<file path="src/rtl/instr_encoder_pkg.sv">
// Shared field constants, request type and the field-packing helper for the
// RV64 I/S/B/J instruction encoder.
package instr_enc_pkg;

    localparam logic [1:0] IMM_I = 2'b00;
    localparam logic [1:0] IMM_S = 2'b01;
    localparam logic [1:0] IMM_B = 2'b10;
    localparam logic [1:0] IMM_J = 2'b11;

    // addi x0, x0, 0 -- emitted in place of any request whose immediate cannot be encoded
    localparam logic [31:0] ENC_NOP = 32'h0000_0013;

    localparam logic [6:0] OPC_OP_IMM = 7'b001_0011;
    localparam logic [6:0] OPC_STORE  = 7'b010_0011;
    localparam logic [6:0] OPC_BRANCH = 7'b110_0011;
    localparam logic [6:0] OPC_JAL    = 7'b110_1111;

    typedef struct packed {
        logic [1:0]  imm_src;
        logic [63:0] imm;
        logic [6:0]  opcode;
        logic [4:0]  rd;
        logic [4:0]  rs1;
        logic [4:0]  rs2;
        logic [2:0]  funct3;
    } enc_req_t;

    // Scatter the immediate into the format's bit positions; B/J drop imm[0]
    function automatic logic [31:0] pack_instr(input enc_req_t req);
        logic [31:0] word;
        word = ENC_NOP;
        case (req.imm_src)
            IMM_I: word = {req.imm[11:0], req.rs1, req.funct3, req.rd, req.opcode};
            IMM_S: word = {req.imm[11:5], req.rs2, req.rs1, req.funct3,
                           req.imm[4:0], req.opcode};
            IMM_B: word = {req.imm[12], req.imm[10:5], req.rs2, req.rs1, req.funct3,
                           req.imm[4:1], req.imm[11], req.opcode};
            IMM_J: word = {req.imm[20], req.imm[10:1], req.imm[11], req.imm[19:12],
                           req.rd, req.opcode};
            default: word = ENC_NOP;
        endcase
        return word;
    endfunction

endpackage

</file>
<file path="src/rtl/instr_encoder_imm_range_chk.sv">
// Combinational range/alignment check: is imm representable in the chosen format?
module imm_range_chk
    import instr_enc_pkg::*;
(
    input  logic [63:0] imm,
    input  logic [1:0]  imm_src,
    output logic        ok
);

    logic fits_12;
    logic fits_13;
    logic fits_21;

    // An N-bit signed field fits when every bit above the sign bit replicates it
    assign fits_12 = (imm[63:11] == {53{imm[11]}});
    assign fits_13 = (imm[63:12] == {52{imm[12]}});
    assign fits_21 = (imm[63:20] == {44{imm[20]}});

    always_comb begin
        // NOTE: assigning a default before the case keeps every path driven, so no latch is inferred.
        ok = 1'b0;
        case (imm_src)
            IMM_I, IMM_S: ok = fits_12;
            IMM_B:        ok = fits_13 && !imm[0];
            IMM_J:        ok = fits_21 && !imm[0];
            default:      ok = 1'b0;
        endcase
    end

endmodule

</file>
<file path="src/rtl/instr_encoder.sv">
// Two-stage valid/ready encoder: S1 checks and packs the request, S2 is the
// output register. Delivery counters live here.
module instr_encoder
    import instr_enc_pkg::*;
#(
    parameter int CNT_W = 16
) (
    input  logic             clk,
    input  logic             rst,
    input  logic             in_valid,
    output logic             in_ready,
    input  logic [1:0]       imm_src,
    input  logic [63:0]      imm,
    input  logic [6:0]       opcode,
    input  logic [4:0]       rd,
    input  logic [4:0]       rs1,
    input  logic [4:0]       rs2,
    input  logic [2:0]       funct3,
    output logic             out_valid,
    input  logic             out_ready,
    output logic [31:0]      out_instr,
    output logic             out_err,
    output logic [CNT_W-1:0] enc_count,
    output logic [CNT_W-1:0] err_count
);

    localparam logic [CNT_W-1:0] CNT_MAX = {CNT_W{1'b1}};

    enc_req_t req;
    logic     imm_ok;

    logic s2_ready;
    logic s1_ready;
    logic deliver;

    logic        s1_valid_q, s1_valid_d;
    logic [31:0] s1_instr_q, s1_instr_d;
    logic        s1_err_q,   s1_err_d;

    logic        out_valid_q, out_valid_d;
    logic [31:0] out_instr_q, out_instr_d;
    logic        out_err_q,   out_err_d;

    logic [CNT_W-1:0] enc_cnt_q, enc_cnt_d;
    logic [CNT_W-1:0] err_cnt_q, err_cnt_d;

    assign req = '{imm_src: imm_src, imm: imm, opcode: opcode, rd: rd,
                   rs1: rs1, rs2: rs2, funct3: funct3};

    imm_range_chk u_range_chk (
        .imm     (imm),
        .imm_src (imm_src),
        .ok      (imm_ok)
    );

    // A stage may load when it is empty or its contents leave this cycle
    assign deliver  = out_valid_q && out_ready;
    assign s2_ready = !out_valid_q || out_ready;
    assign s1_ready = !s1_valid_q || s2_ready;

    always_comb begin
        s1_valid_d  = s1_valid_q;
        s1_instr_d  = s1_instr_q;
        s1_err_d    = s1_err_q;
        out_valid_d = out_valid_q;
        out_instr_d = out_instr_q;
        out_err_d   = out_err_q;
        enc_cnt_d   = enc_cnt_q;
        err_cnt_d   = err_cnt_q;

        if (s1_ready) begin
            s1_valid_d = in_valid;
            if (in_valid) begin
                s1_instr_d = imm_ok ? pack_instr(req) : ENC_NOP;
                s1_err_d   = !imm_ok;
            end
        end

        if (s2_ready) begin
            out_valid_d = s1_valid_q;
            if (s1_valid_q) begin
                out_instr_d = s1_instr_q;
                out_err_d   = s1_err_q;
            end
        end

        if (deliver && (enc_cnt_q != CNT_MAX)) begin
            enc_cnt_d = enc_cnt_q + CNT_W'(1);
        end
        if (deliver && out_err_q && (err_cnt_q != CNT_MAX)) begin
            err_cnt_d = err_cnt_q + CNT_W'(1);
        end
    end

    always_ff @(posedge clk) begin
        if (rst) begin
            // NOTE: the data registers are reset too, so out_instr reads 0 after reset rather than stale data.
            s1_valid_q  <= 1'b0;
            s1_instr_q  <= '0;
            s1_err_q    <= 1'b0;
            out_valid_q <= 1'b0;
            out_instr_q <= '0;
            out_err_q   <= 1'b0;
            enc_cnt_q   <= '0;
            err_cnt_q   <= '0;
        end else begin
            // NOTE: non-blocking assignments let every register sample the pre-edge values of the others.
            s1_valid_q  <= s1_valid_d;
            s1_instr_q  <= s1_instr_d;
            s1_err_q    <= s1_err_d;
            out_valid_q <= out_valid_d;
            out_instr_q <= out_instr_d;
            out_err_q   <= out_err_d;
            enc_cnt_q   <= enc_cnt_d;
            err_cnt_q   <= err_cnt_d;
        end
    end

    assign in_ready  = s1_ready;
    assign out_valid = out_valid_q;
    assign out_instr = out_instr_q;
    assign out_err   = out_err_q;
    assign enc_count = enc_cnt_q;
    assign err_count = err_cnt_q;

endmodule

</file>
<file path="config.mk">
export PLATFORM = sky130hd
export DESIGN_NAME = instr_encoder
export DESIGN_NICKNAME = d
export VERILOG_FILES = /design/src/rtl/instr_encoder_pkg.sv /design/src/rtl/instr_encoder_imm_range_chk.sv /design/src/rtl/instr_encoder.sv
export SDC_FILE = /design/constraint.sdc
export NUM_CORES = 1
export LEC_CHECK = 0
export CAP_MARGIN = 20
export CORE_MARGIN = 8
export CORE_UTILIZATION = 43
export CTS_CLUSTER_DIAMETER = 150
export CTS_CLUSTER_SIZE = 30
export DETAILED_ROUTE_END_ITERATION = 10
export DONT_BUFFER_PORTS = 1
export GPL_TIMING_DRIVEN = 0
export HOLD_SLACK_MARGIN = 0.06
export PLACE_DENSITY = 0.56
export SLEW_MARGIN = 20
export SYNTH_ARGS = -nofsm -noshare
export SYNTH_HDL_FRONTEND = slang
export SYNTH_HIERARCHICAL = 1
export SYNTH_SLANG_ARGS = --single-unit
</file>
<file path="constraint.sdc">
create_clock -name clk -period 5 [get_ports clk]
set_input_delay 1.25 -clock clk [delete_from_list [all_inputs] [get_ports clk]]
set_output_delay 1.25 -clock clk [all_outputs]
set_load 0.01 [all_outputs]
</file>
==> results.py <==
metrics = {
    "power": {
        "power.density_nw_per_um2": 279,
        "swShare": 0.251,
        "pwr-share-seq": 0.566,
        "p_leak_nw": 1.59,
        "intPower_mw": 1.07,
        "clkPwrFrac": 0.373,
        "ir_drop_v": 0.000176,
        "comb_power_share": 0.061,
        "p_sw_mw": 0.358,
    },
    "placement": {
        "portBuffers": 0,
        "dpl.hpwl_um": 10700,
        "placed_area_sq_um": 4910,
        "gp_congestion": 0.822,
        "post-place-cells": 725,
        "place_ws_ps": 898,
    },
    "worst_setup_path": {
        "path_class": "in2reg",
        "worstPathMaxFanout": 10,
        "cp-end-kind": "flip-flop",
        "crit_arrival_ps": 3930,
        "crit_required_ps": 5230,
        "critPathLaunchType": "primary input",
    },
    "detailed_routing": {
        "ant_nets": 0,
        "drtIter0Drc": 207,
        "via_per_inst": 5.88,
        "first_pass_iters": 4,
        "post_drt_wl_per_cell_um": 18.8,
        "vias": 4351,
        "route.detailed.drc": 0,
        "totalWireLength_um": 13900,
    },
    "timing": {
        "rsz0062_at_grt": "false",
        "hold_viol": 0,
        "fmax_mhz": 270,
        "whs_ps": 455,
        "fin_ws_ps": 1300,
        "worst_pin_slew_ps": 656,
        "setup_violations": 0,
        "timing.final.crit_share": 0.740,
        "finClkSkew_ps": 9.06,
        "period_minus_slack_ps": 3700,
        "setup-tns-final_ps": 0,
        "slew_violations": 0,
        "slew_headroom": 0.563,
    },
    "synthesis": {
        "yosys.area.top_type": "dfxtp_1",
        "synth_cell_types": 51,
        "synth_edf_count": 0,
        "syn_inst": 585,
        "avgSynthCellArea_sq_um": 8.10,
        "ys_warn_count": 6,
        "yosysSeqAreaShare": 0.423,
        "synth_flop_cell": "dfxtp_1",
        "synth_area_leaders": "dfxtp_1 42%, nand2_1 8.3%, a21oi_1 8.2%, mux2_2 4.8%, nand3_1 3.6%",
        "syn_area_sq_um": 4740,
        "async_flop_share": 0,
        "syn_nets": 682,
        "synth_top_area_frac": 0.423,
        "ys_ff_latch": 100,
    },
    "floorplan": {
        "num_rows": 38,
        "pin_count": 162,
        "fp.dieH_um": 121,
        "initial_core_util": 0.439,
        "die_x_um": 121,
        "dieArea_sq_um": 14600,
        "core_area_sq_um": 10800,
    },
    "grt": {
        "antenna_found_initial": 1,
        "grt_max_degree": 18,
        "grt_pass1_wl_um": 21500,
        "grt_pass1_vias": 4234,
        "track_usage": 0.184,
        "grt.overflow.total": 0,
    },
    "clock_network": {
        "htree_levels": 3,
        "cts_buffer_depth": 2,
        "ctsHoldBuffers": 0,
        "root_buffer": "clkbuf_8",
        "cts_made_buffers": 9,
        "clk_latency_ps": 370,
        "cts_num_sinks": 100,
        "cts_setup_buffers": 0,
        "cts_tree": "yes",
        "clk_pin_slew_ps": 100,
        "cts.repair.resized": 0,
    },
    "layout": {
        "antenna_cells": 0,
        "fin_nets": 693,
        "syn_to_final_growth_pct": 7.84,
        "design_area_sq_um": 5110,
        "finalNonFillerCells": 740,
        "drive_gt1_frac": 0.0967,
    },
    "job": {
        "cap_viol_max_count": 0,
    },
    "status": {
        "status": "complete, no violations",
    },
    "worst_hold_path": {
        "hold_class": "reg2reg",
    },
}
[state kept, by name, indices dropped and copies added, names as in the netlist]
name	flops
enc_count	16
err_count	16
out_err	1
out_instr	32
out_valid	1
s1_err_q	1
s1_instr_q	32
s1_valid_q	1
[final cells by class]
cell class	count	area (sq um)
Clock buffer	9	124
Inverter	7	26.3
Clock inverter	6	72.6
Multi-Input combinational cell	444	2570
Sequential cell	100	2000
Tap cell	140	175
Buffer	34	141
Fill cell	1058	5680
[cells in the final DEF, fill, tap and decap left out, drive strengths merged, types with 3 or more instances in the layout]
cell     Yosys  layout
a21oi       78      78
a22oi       10      10
a31oi        3       3
and2         3       3
and3         8       8
and4         5       5
buf         11      11
clkbuf      23      32
dfxtp      100     100
inv          7      10
mux2        20      20
mux2i        3       3
nand2      105     105
nand2b       4       4
nand3       34      34
nand3b       5       5
nand4       22      22
nor2        31      31
nor2b        3       3
nor3        23      23
nor4        12      12
nor4b        3       3
o2111ai      3       3
o21ai       16      16
o31ai        5       5
or3         19      19
or4         11      11
xor2         4       4
[synthesized netlist by cell type, types with 7 or more instances]
cell and count:
buf_2 7, nand3_1 34, or4_1 11, mux2_2 20
a21oi_1 78, inv_1 7, nand2_1 105, or3_1 19
nor4_1 10, nor2_1 31, clkbuf_1 22, a22oi_1 10
nor3_1 22, nand4_1 19, o21ai_0 16, dfxtp_1 100
and3_1 7
[power by group through the flow]
stage / clock, mW / combinational [mW] / sequential, mW
final: 0.531 / 0.0876 / 0.806
after global routing: 0.585 / 0.0966 / 0.808
after CTS: 0.552 / 0.0885 / 0.807
after detailed placement: 0 / 0.0883 / 0.825
after global placement: 0 / 0.0870 / 0.825
after floorplan: 0 / 0.0644 / 0.824
[final timing paths]
| path | startpoint | to | slack, ps | cells after the start |
|---|---|---|---|---|
| max | imm[24] | s1_instr_q[0] | 1300 | 10 |
| min | s1_instr_q[22] | out_instr[22] | 460 | 2 |
| max reg2reg | err_count[1] | err_count[4] | 3090 | 6 |
| min reg2reg | s1_instr_q[22] | out_instr[22] | 460 | 2 |
[per-layer routing]
metal | up-vias | wire (um) | GRT usage
met3 | 18 | 1310 | 0.0731
li1 | 2158 | - | -
met1 | 2038 | 5280 | 0.195
met2 | 135 | 7040 | 0.324
met5 | - | 13 | 0
met4 | 2 | 233 | 0.0671
[through the flow]
stage	power (mW)	utilization
after floorplan	0.888	-
after global placement	0.912	0.455
after detailed placement	0.914	0.455
after CTS	1.45	0.473
after global routing	1.49	0.473
final	1.43	0.473
[cell families (layout without fill, tap and decap cells)]
logic type      after synthesis  count (layout)  synth area share
simple gates                288             288             0.313
compound gates              127             127             0.161
flops                       100             100             0.423
buf+inv                      41              56            0.0354
mux                          23              23            0.0539
xor+xnor                      4               4           0.00898
fa+ha+maj                     2               2           0.00528
[worst max-delay path, stage by stage]
cell      delay [ps]
or4_1            530
or4_1            440
or3_1            370
nor3_2           110
a41oi_1           70
o31ai_2          340
clkbuf_1         410
inv_1            130
nor3_1           210
nor3_1            70
(Power assumes the default switching activity.)
